File: src/rtl/blood_abnormality_detector_if.sv
// ---------------------------------------------------------------------------
// blood_abnormality_detector_if
//   Sample bus between the sensor front end and the abnormality classifier.
//   Optional feature macro: BLOOD_ABN_COUNT_EN (adds abnormalCount).
//
//   Signals
//     bloodPH           PH_W    unsigned pH code of current sample
//     bloodType         TYPE_W  blood type code (000 O, 001 A, 010 B, 011 AB)
//     bloodAbnormality  1       registered abnormal flag
//     abnormalCount     8       saturating abnormal-sample counter (optional)
//
//   Modports
//     master  sensor side: drives the sample, observes the result
//     slave   classifier side: receives the sample, drives the result
// ---------------------------------------------------------------------------
interface blood_abnormality_detector_if #(
    parameter int unsigned PH_W   = 4,
    parameter int unsigned TYPE_W = 3
);
    logic [PH_W-1:0]   bloodPH;
    logic [TYPE_W-1:0] bloodType;
    logic              bloodAbnormality;
`ifdef BLOOD_ABN_COUNT_EN
    logic [7:0]        abnormalCount;
`endif

`ifdef BLOOD_ABN_COUNT_EN
    modport master (
        output bloodPH,
        output bloodType,
        input  bloodAbnormality,
        input  abnormalCount
    );

    modport slave (
        input  bloodPH,
        input  bloodType,
        output bloodAbnormality,
        output abnormalCount
    );
`else
    modport master (
        output bloodPH,
        output bloodType,
        input  bloodAbnormality
    );

    modport slave (
        input  bloodPH,
        input  bloodType,
        output bloodAbnormality
    );
`endif
endinterface

File: src/rtl/blood_abnormality_detector.sv
// ---------------------------------------------------------------------------
// blood_abnormality_detector
//   Registered classifier: flags a sample abnormal when its pH lies outside
//   the inclusive [MIN, MAX] window of its blood type. One sample per clock,
//   result visible one cycle after the input edge. Type codes with bit 2 set
//   are invalid and always flagged.
//
//   Optional feature macro: BLOOD_ABN_COUNT_EN
//     defined   -> 8-bit saturating count of abnormal samples on abnormalCount
//     undefined -> counter and port absent
//
//   Ports
//     clk    in  system clock, rising edge
//     rst_n  in  asynchronous active-low reset
//     bus    blood_abnormality_detector_if.slave
//              bloodPH / bloodType in, bloodAbnormality (/ abnormalCount) out
// ---------------------------------------------------------------------------
module blood_abnormality_detector #(
    parameter int unsigned     PH_W   = 4,
    parameter int unsigned     TYPE_W = 3,
    parameter logic [PH_W-1:0] O_MIN  = PH_W'(3),
    parameter logic [PH_W-1:0] O_MAX  = PH_W'(6),
    parameter logic [PH_W-1:0] A_MIN  = PH_W'(4),
    parameter logic [PH_W-1:0] A_MAX  = PH_W'(7),
    parameter logic [PH_W-1:0] B_MIN  = PH_W'(5),
    parameter logic [PH_W-1:0] B_MAX  = PH_W'(6),
    parameter logic [PH_W-1:0] AB_MIN = PH_W'(2),
    parameter logic [PH_W-1:0] AB_MAX = PH_W'(5)
) (
    input  logic                          clk,
    input  logic                          rst_n,
    blood_abnormality_detector_if.slave   bus
);

    typedef enum logic [1:0] {
        TYPE_O  = 2'b00,
        TYPE_A  = 2'b01,
        TYPE_B  = 2'b10,
        TYPE_AB = 2'b11
    } blood_type_e;

    logic [PH_W-1:0] ph_min;
    logic [PH_W-1:0] ph_max;
    logic            abn;
    logic            abn_d;
    logic            abn_q;

    // NOTE: every signal assigned in always_comb gets a default first, so no
    // path can leave it unassigned and infer a latch.
    always_comb begin
        ph_min = O_MIN;
        ph_max = O_MAX;
        case (blood_type_e'(bus.bloodType[1:0]))
            TYPE_O:  begin ph_min = O_MIN;  ph_max = O_MAX;  end
            TYPE_A:  begin ph_min = A_MIN;  ph_max = A_MAX;  end
            TYPE_B:  begin ph_min = B_MIN;  ph_max = B_MAX;  end
            TYPE_AB: begin ph_min = AB_MIN; ph_max = AB_MAX; end
            default: begin ph_min = O_MIN;  ph_max = O_MAX;  end
        endcase

        // A misconfigured window (MIN > MAX) flags every pH, because one of
        // the two compares is then always true.
        abn   = bus.bloodType[2]
              | (bus.bloodPH < ph_min)
              | (bus.bloodPH > ph_max);
        abn_d = abn;
    end

    // NOTE: state registers use non-blocking assignments so every flop samples
    // the pre-edge values regardless of block ordering.
    always_ff @(posedge clk or negedge rst_n) begin
        if (!rst_n) begin
            abn_q <= 1'b0;
        end else begin
            abn_q <= abn_d;
        end
    end

    assign bus.bloodAbnormality = abn_q;

`ifdef BLOOD_ABN_COUNT_EN
    logic [7:0] count_d;
    logic [7:0] count_q;

    // Counts on the same edge that loads the abnormal flag; sticks at 255.
    always_comb begin
        count_d = count_q;
        if (abn && (count_q != 8'hFF)) begin
            count_d = count_q + 8'd1;
        end
    end

    always_ff @(posedge clk or negedge rst_n) begin
        if (!rst_n) begin
            count_q <= 8'd0;
        end else begin
            count_q <= count_d;
        end
    end

    assign bus.abnormalCount = count_q;
`endif

endmodule

File: src/flat_wrapper.sv
// flat-port wrapper written by rule: the top's interface ports become plain ports
module blood_abnormality_detector_flat 
#(
    parameter int unsigned     PH_W   = 4,
    parameter int unsigned     TYPE_W = 3,
    parameter logic [PH_W-1:0] O_MIN  = PH_W'(3),
    parameter logic [PH_W-1:0] O_MAX  = PH_W'(6),
    parameter logic [PH_W-1:0] A_MIN  = PH_W'(4),
    parameter logic [PH_W-1:0] A_MAX  = PH_W'(7),
    parameter logic [PH_W-1:0] B_MIN  = PH_W'(5),
    parameter logic [PH_W-1:0] B_MAX  = PH_W'(6),
    parameter logic [PH_W-1:0] AB_MIN = PH_W'(2),
    parameter logic [PH_W-1:0] AB_MAX = PH_W'(5)
)
  (clk, rst_n, bus_bloodPH, bus_bloodType, bus_bloodAbnormality);
  blood_abnormality_detector_if #(.PH_W(PH_W), .TYPE_W(TYPE_W)) bus_i ();
  input  logic clk;
  input  logic rst_n;
  input wire logic [$bits(bus_i.bloodPH)-1:0] bus_bloodPH;
  input wire logic [$bits(bus_i.bloodType)-1:0] bus_bloodType;
  output wire logic [$bits(bus_i.bloodAbnormality)-1:0] bus_bloodAbnormality;
  assign bus_i.bloodPH = bus_bloodPH;
  assign bus_i.bloodType = bus_bloodType;
  assign bus_bloodAbnormality = bus_i.bloodAbnormality;
  blood_abnormality_detector #(.PH_W(PH_W), .TYPE_W(TYPE_W), .O_MIN(O_MIN), .O_MAX(O_MAX), .A_MIN(A_MIN), .A_MAX(A_MAX), .B_MIN(B_MIN), .B_MAX(B_MAX), .AB_MIN(AB_MIN), .AB_MAX(AB_MAX)) u_core (.clk(clk), .rst_n(rst_n), .bus(bus_i));
endmodule
File: config.mk
export PLATFORM = sky130hd
export DESIGN_NAME = blood_abnormality_detector_flat
export DESIGN_NICKNAME = d
export VERILOG_FILES = /design/src/rtl/blood_abnormality_detector_if.sv /design/src/rtl/blood_abnormality_detector.sv /design/src/flat_wrapper.sv
export SDC_FILE = /design/constraint.sdc
export NUM_CORES = 1
export LEC_CHECK = 0
export CORE_AREA = 2 2 39 41
export CTS_CLUSTER_DIAMETER = 80
export DETAILED_ROUTE_END_ITERATION = 10
export DIE_AREA = 0 0 41 43
export PLACE_DENSITY = 0.39
export SLEW_MARGIN = 20
export SYNTH_ARGS = -nofsm -noshare
export SYNTH_HDL_FRONTEND = slang
export SYNTH_SLANG_ARGS = --single-unit
export TNS_END_PERCENT = 50
File: constraint.sdc
create_clock -name clk -period 0.8 [get_ports clk]
set_clock_uncertainty 0.15 [all_clocks]
set_input_delay 0.16 -clock clk [delete_from_list [all_inputs] [get_ports clk]]
set_output_delay 0.16 -clock clk [all_outputs]
set_load 0.005 [all_outputs]
# After elaboration in Yosys (flattened, before gate mapping)
# Index checks and enable logic that the tools add are counted.
# totals
regBits	1
latch_bits	0
ramBits	0
mem_bits_ro	0
output_inout_bits	1
mem_count	0
# op_classes
add_sub_neg	0
multipliers	0
n_div	0
n_lt_le_gt_ge	2
n_eq_ne	3
shifts	0
mux	2
bitwise	2
n_reduce_logical	2
# ops
cell	count
case mux 4 bit (4 select lines)	1
case mux 4 bit (3 select lines)	1
== test 2 bit (second input constant)	2
> comparator 4 bit	1
less-than comparator 4 bit	1
== test 2 x 1 -> 1 bit (second input constant)	1
logical NOT 2 bit	1
OR 1 bit	2
OR reduction 2 bit	1

# Logic depth before layout (Yosys ltp)
# Gate-level depths: netlist of the first run.
# depth
ltp_word	5
ltp_mapped	7
ltp_nobuf	7

# Worst setup path after synthesis of the first run
# Ideal clock, no wire load.
# synth_path
path_kind	input -> register
start	input bus_bloodType[0]
end	register u_core.abn_q (netlist: u_core.bus.bloodAbnormality)
arrival_time_ns	1.015
t_required_ns	0.523
path_slack_ns	-0.492
cell_stages	7
n_path_buf	0
cell_sequence	inv_1 ha_1 inv_1 ha_1 nand2_1 o21ai_1 nand3_1
# synth_between
elab_chain_cells	5
elab_cells_between_ends	11
# synth_rtl
element	line	rtl
start, declared	flat_wrapper.sv:20	input wire logic [$bits(bus_i.bloodType)-1:0] bus_bloodType;
== test 2 bit, or another cell as far along	blood_abnormality_detector.sv:53	case (blood_type_e'(bus.bloodType[1:0]))
case mux 4 bit (4 select lines) / OR reduction 2 bit (equally long branches)	n/a	
less-than comparator 4 bit / case mux 4 bit (3 select lines) (equally long branches)	blood_abnormality_detector.sv:64, blood_abnormality_detector.sv:53	
OR 1 bit / > comparator 4 bit (equally long branches)	blood_abnormality_detector.sv:64, blood_abnormality_detector.sv:65	
OR 1 bit *	blood_abnormality_detector.sv:65	| (bus.bloodPH > ph_max);
named net u_core.abn	blood_abnormality_detector.sv:44	logic abn;
end signal, assigned	blood_abnormality_detector.sv:75	abn_q <= abn_d;
end, declared	blood_abnormality_detector.sv:46	logic abn_q;
# Mark *: on every way through the listed nets, which the timed path passes. The rest lies on a longest branch. The select of a mux whose other input is x is not followed.

# Final worst setup path of the first run
# Same ends and word-level chain as after synthesis.

==> results.ini, run 1 <==
[global_route]
vias_in_the_first_global_route = 195
grt_max_degree = 5
globalRouteOverflowTotal = 0
first_pass_grt_wire_length_um = 745
groute.usage.overall_pct = 5.60
antenna_found_initial = 0

[timing]
timing.final.crit_period_ns = 1.47
tightest_slew_ns = 0.149
layout_setup_ws_ns = -0.670
achievable-frequency_mhz = 680
timing.max_slew.rel_slack_pct = 90.1
final_min_period_over_clock_period_pct = 184
setup-violations-final = 1
grt_setup_unrepaired = true
timing.setup.tns_ns = -0.670
hold-worst-slack_ns = 0.160
slew_viol_final = 0
final-hold-violation-count = 0

[placement]
dp_slack_ns = -1.14
io_buffers = 9
placed_cells = 52
post-dp-hpwl_um = 373
dpl-instance-area_um2 = 409
routabilityCongestion = 0.592

[critical_path]
critical_path_class = input pin to flop
startpoint_type = input pin
highest_net_fanout_along_the_worst_path = 3
critPathCaptureType = flop
critPathRequiredTime_ns = 0.52
data_arrival_time_of_the_worst_path_ns = 1.19

[die]
floorplan.initialDensity_pct = 15.5
die_w_um = 41
fp.dieH_um = 43
floorplan.core_area_um2 = 1380
design.portCount = 10
floorplan.rows = 14
dieArea_um2 = 1760

[layout]
final_cell_count_no_fill = 51
design.final.nets = 55
antenna_fix_cells = 0
layout.area.seq_um2 = 25.0
filler_cell_count = 136
layout-drive-gt1-share_pct = 51.4
multi_input_comb_area_um2 = 249
largest_register_ffs = 1
design_area_um2 = 427
area_growth_pct = 99.4

[logic_synthesis]
ys.warnings.count = 0
syn_nets = 42
ys_seq_elements = 1
post_synth_num_cell_types = 12
avgSynthCellArea_um2 = 8.91
synth.cell_area_um2 = 214
postSynthCellCount = 24
synth-seq-area-share_pct = 11.7

[outcome]
status = complete, but fails checks
failed_checks = negative setup slack

[routing]
routed_via_density = 3.92
route.antenna.remaining_nets = 0
number_of_drc_violations_after_detailed_routing_iteration_0 = 0
vias = 200
routed_len_inst_um = 8.31
detailedRoute.firstPassIterationCount = 1
route.final.wire_length_um = 424
drcViolationCount = 0

[power]
power_per_cell_area_nw_per_um2 = 594
power.static_leakage_nw = 0.180
p_sw_share_pct = 34.2
share_seq_of_total_power_pct = 21.9
pwr-share-clk_pct = 0
power.net_switching_w = 0.0000868
combPwrFrac_pct = 78.1
p_int_w = 0.000167
max-vdd-ir-drop_mv = 0.166

[clocking]
postCtsSetupBuffers = 0
worst_setup_hold_path_clk_slew_ns = 0

[min_path]
kind_of_path_behind_the_tightest_hold_check = input pin to asynchronous set/reset pin

[flow_run]
max_cap_viol_count = 0

-- power by group through the flow --
stage          sequential [W]  combinational [W]  clock [W]
6_report            0.0000555           0.000198          0
5_1_grt             0.0000564           0.000225          0
4_1_cts             0.0000555           0.000202          0
3_5_place_dp        0.0000557           0.000178          0
3_3_place_gp        0.0000558           0.000173          0
2_1_floorplan       0.0000564          0.0000866          0
-- layout by cell type, fill, tap and decap left out --
cell	count
ha_2	1
o21ba_1	1
buf_6	3
o21ai_2	1
nor2b_1	1
dlygate4sd2_1	1
ha_4	5
nand2_1	1
dfrtp_1	1
inv_1	1
nand2_2	1
inv_12	1
buf_2	1
clkdlybuf4s50_1	5
buf_4	1
ha_1	3
o211ai_2	1
nor2_1	1
a21oi_2	1
inv_2	2
nand3_1	1
or2_1	1
-- metrics by stage --
step	utilization, %	power [W]
final	30.8	0.000254
after global routing	30.8	0.000281
after CTS	31.6	0.000258
after detailed placement	29.6	0.000234
after global placement	29.6	0.000229
after floorplan	-	0.000143
-- synth_stat cells --
cell type  number  area [um^2]
nor2b_1         1         6.26
o21ba_1         1         10.0
a21oi_1         1         5.00
dfrtp_1         1         25.0
inv_1           4         15.0
o211ai_2        1         12.5
or2_1           1         6.26
nor2_1          1         3.75
nand3_1         1         5.00
ha_1            9          113
o21ai_1         1         5.00
nand2_1         2         7.51
-- critical path, stage by stage --
cell and delay (ns):
buf_6 0.10, buf_6 0.12, ha_4 0.14, or2_1 0.22, ha_1 0.27, nand2_1 0.05, o211ai_2 0.05, nand3_1 0.08
-- layout make-up --
| type | count | area share, % |
|---|---|---|
| multi-input combinational | 19 | 58.4 |
| timing repair buffer | 11 | 24.6 |
| tap | 16 | 4.69 |
| sequential | 1 | 5.87 |
| inverter | 4 | 6.45 |
-- metal layers --
layer / vias up / global-route usage, % / wire (um)
met5: - / 0 / 0
met1: 91 / 7.62 / 162
li1: 101 / - / -
met3: 0 / 0 / 47
met4: 0 / 0 / 0
met2: 8 / 10.0 / 213
-- final timing paths --
check	from	to	slack, ns
min in group clk	u_core.bus.bloodAbnormality$_DFF_PN0_	bus_bloodAbnormality	0.40
max in group asynchronous	rst_n	u_core.bus.bloodAbnormality$_DFF_PN0_	0.24
min	rst_n	u_core.bus.bloodAbnormality$_DFF_PN0_	0.16
max	bus_bloodType[0]	u_core.bus.bloodAbnormality$_DFF_PN0_	-0.67
-- logic make-up (layout without fill, tap and decap cells) --
| logic type | count (synthesis) | after routing | synth area share, % |
|---|---|---|---|
| and+or+nand+nor | 6 | 6 | 13.5 |
| AOI/OAI and AO/OA | 4 | 4 | 15.2 |
| buffers and inverters | 4 | 15 | 7.02 |
| adders and majority gates | 9 | 9 | 52.6 |
| DFF | 1 | 1 | 11.7 |
-- what timing repair did --
action	in CTS	in global routing
gates resized for setup	20	1
endpoints found under the setup margin	2	1
cloned	0	0
hold buffers	0	0
pin swaps	9	1
Power figures use the tool's default switching activity.
==> run 2, diff against run 1 <==
- CAP_MARGIN: not set -> 20
- PLACE_DENSITY: 0.39 -> 0.35
==> run 2 against run 1 <==
Compared with the run above: the run still ends with negative setup slack left; highest routed layer unchanged; core utilization fell by 0.27 points; critical endpoint unchanged; fmax grew 0.19%; sequential share of layout area is 0.052 points higher.
==> results.ini, run 2 (synthesized netlist as in run 1, its figures left out) <==
[clocking]
worst_setup_hold_path_clk_slew_ns = 0  ; unchanged
postCtsHoldBufs = 0  ; unchanged

[power]
power_per_cell_area_nw_per_um2 = 563  ; -5.3%
power.static_leakage_nw = 0.190  ; +5.2%
max-vdd-ir-drop_mv = 0.149  ; -11%
totalPowerFinal_w = 0.000238  ; -6.1%

[layout]
layout-drive-gt1-share_pct = 45.7  ; -5.7 points
filler_cell_count = 156  ; +15%
antenna_fix_cells = 0  ; unchanged
most-common-layout-cells = 5 x ha_4, 4 x clkdlybuf4s50_1, 3 x ha_1, 3 x buf_6
design.final.nets = 55  ; unchanged
layout.core_utilization_pct = 30.6  ; -0.27 points
largest_register_ffs = 1  ; unchanged
area_growth_pct = 97.7
final_cell_count_no_fill = 51  ; unchanged
final_common_cell = ha_4

[global_route]
antenna_found_initial = 0  ; unchanged
first_pass_grt_wire_length_um = 772  ; +3.6%
vias_in_the_first_global_route = 219  ; +12%
grt_max_degree = 5  ; unchanged
groute.usage.overall_pct = 5.90  ; +0.30 points
globalRouteOverflowTotal = 0  ; unchanged

[critical_path]
critical_path_class = input pin to flop
critPathRequiredTime_ns = 0.52  ; about the same
cp_cell_sequence = buf_6 > buf_6 > ha_4 > or2_1 > ha_1 > nand2_1 > o211ai_2 > nand3_1
critPathTopFamily = adder cells
startpoint_type = input pin
critPathCaptureType = flop
timing.critical_path.slowest_cell_delay_ns = 0.27  ; about the same
path_depth = 8  ; unchanged
highest_net_fanout_along_the_worst_path = 3  ; unchanged
critPathMostFrequentCell = buf_6
timing.critical_path.slowest_stage_cell = ha_1
data_arrival_time_of_the_worst_path_ns = 1.19  ; about the same
number_of_buffer_and_inverter_instances_along_the_worst_setup_path = 2  ; unchanged

[routing]
route.final.wire_length_um = 451  ; +6.4%
routed_via_density = 3.80  ; -3.0%
number_of_drc_violations_after_detailed_routing_iteration_0 = 0  ; unchanged
detailedRoute.firstPassIterationCount = 1  ; unchanged
drcViolationCount = 0  ; unchanged
routed_len_inst_um = 8.84  ; +6.4%
route.antenna.remaining_nets = 0  ; unchanged
vias = 194  ; -3.0%

[flow_run]
max_cap_viol_count = 0  ; unchanged

[timing]
slew_viol_final = 0  ; unchanged
timing.max_slew.rel_slack_pct = 88.8  ; -1.3 points
final-hold-violation-count = 0  ; unchanged
layout_setup_ws_ns = -0.667  ; +0.00275 ns
timing.final.crit_period_ns = 1.47  ; -0.00275 ns
tightest_slew_ns = 0.168  ; +0.0188 ns
achievable-frequency_mhz = 682  ; +0.19%
grt_setup_unrepaired = true
final_min_period_over_clock_period_pct = 183  ; -0.34 points
hold-worst-slack_ns = 0.166  ; +0.00678 ns
setup-violations-final = 1  ; unchanged

[outcome]
failed_checks = negative setup slack
status = complete, but fails checks

[min_path]
kind_of_path_behind_the_tightest_hold_check = input pin to asynchronous set/reset pin

[placement]
routabilityCongestion = 0.608  ; +2.7%
placed_cells = 52  ; unchanged
post-dp-hpwl_um = 414  ; +11%
io_buffers = 9  ; unchanged

[die]
floorplan.rows = 14  ; unchanged
fp.dieH_um = 43  ; unchanged
die_w_um = 41  ; unchanged
dieArea_um2 = 1760  ; unchanged
floorplan.core_area_um2 = 1380  ; unchanged
design.portCount = 10  ; unchanged
floorplan.initialDensity_pct = 15.5  ; unchanged

-- run 2: what timing repair did --
action | in CTS | in global routing
pin swaps | 8 | 5
setup buffers | 0 | 0
resized for setup | 15 | 5
endpoints found under the setup margin | 2 | 2
-- run 2: stage by stage --
step	setup slack (ns)	cell area, um^2	setup TNS, ns
6_report	-0.667	423	-0.667
5_1_grt	-0.731	423	-0.731
4_1_cts	-0.719	418	-0.766
3_5_place_dp	-1.14	409	-1.45
3_3_place_gp	-1.14	409	-1.44
2_1_floorplan	-0.421	277	-0.421
-- run 2: layout make-up --
| type | instances | area (um^2) | share of cell area, % |
|---|---|---|---|
| inverters | 4 | 27.5 | 6.51 |
| multi-input cells | 19 | 243 | 57.4 |
| repair buffers | 11 | 108 | 25.4 |
| flip-flops and latches | 1 | 25.0 | 5.92 |
| well taps | 16 | 20.0 | 4.73 |
-- run 2: report_power, final --
group          switching, W  total (W)  internal (W)
clock                     0          0             0
combinational     0.0000801   0.000182      0.000102
sequential      0.000000937  0.0000559     0.0000550
-- run 2: how the worst max path moves through the flow --
stage                           from                                    end  slack [ns]
floorplan           bus_bloodType[1]  u_core.bus.bloodAbnormality$_DFF_PN0_       -0.42
global placement    bus_bloodType[1]  u_core.bus.bloodAbnormality$_DFF_PN0_       -1.14
detailed placement  bus_bloodType[1]  u_core.bus.bloodAbnormality$_DFF_PN0_       -1.14
CTS                 bus_bloodType[1]  u_core.bus.bloodAbnormality$_DFF_PN0_       -0.72
global route        bus_bloodType[0]  u_core.bus.bloodAbnormality$_DFF_PN0_       -0.73
finish              bus_bloodType[0]  u_core.bus.bloodAbnormality$_DFF_PN0_       -0.67
-- run 2: per-layer routing --
layer,vias up,global-route usage (%),routed length (um)
met5,-,0,0
met4,0,0,0
met3,0,0,45
met2,8,11.3,232
met1,85,7.30,172
li1,101,-,-
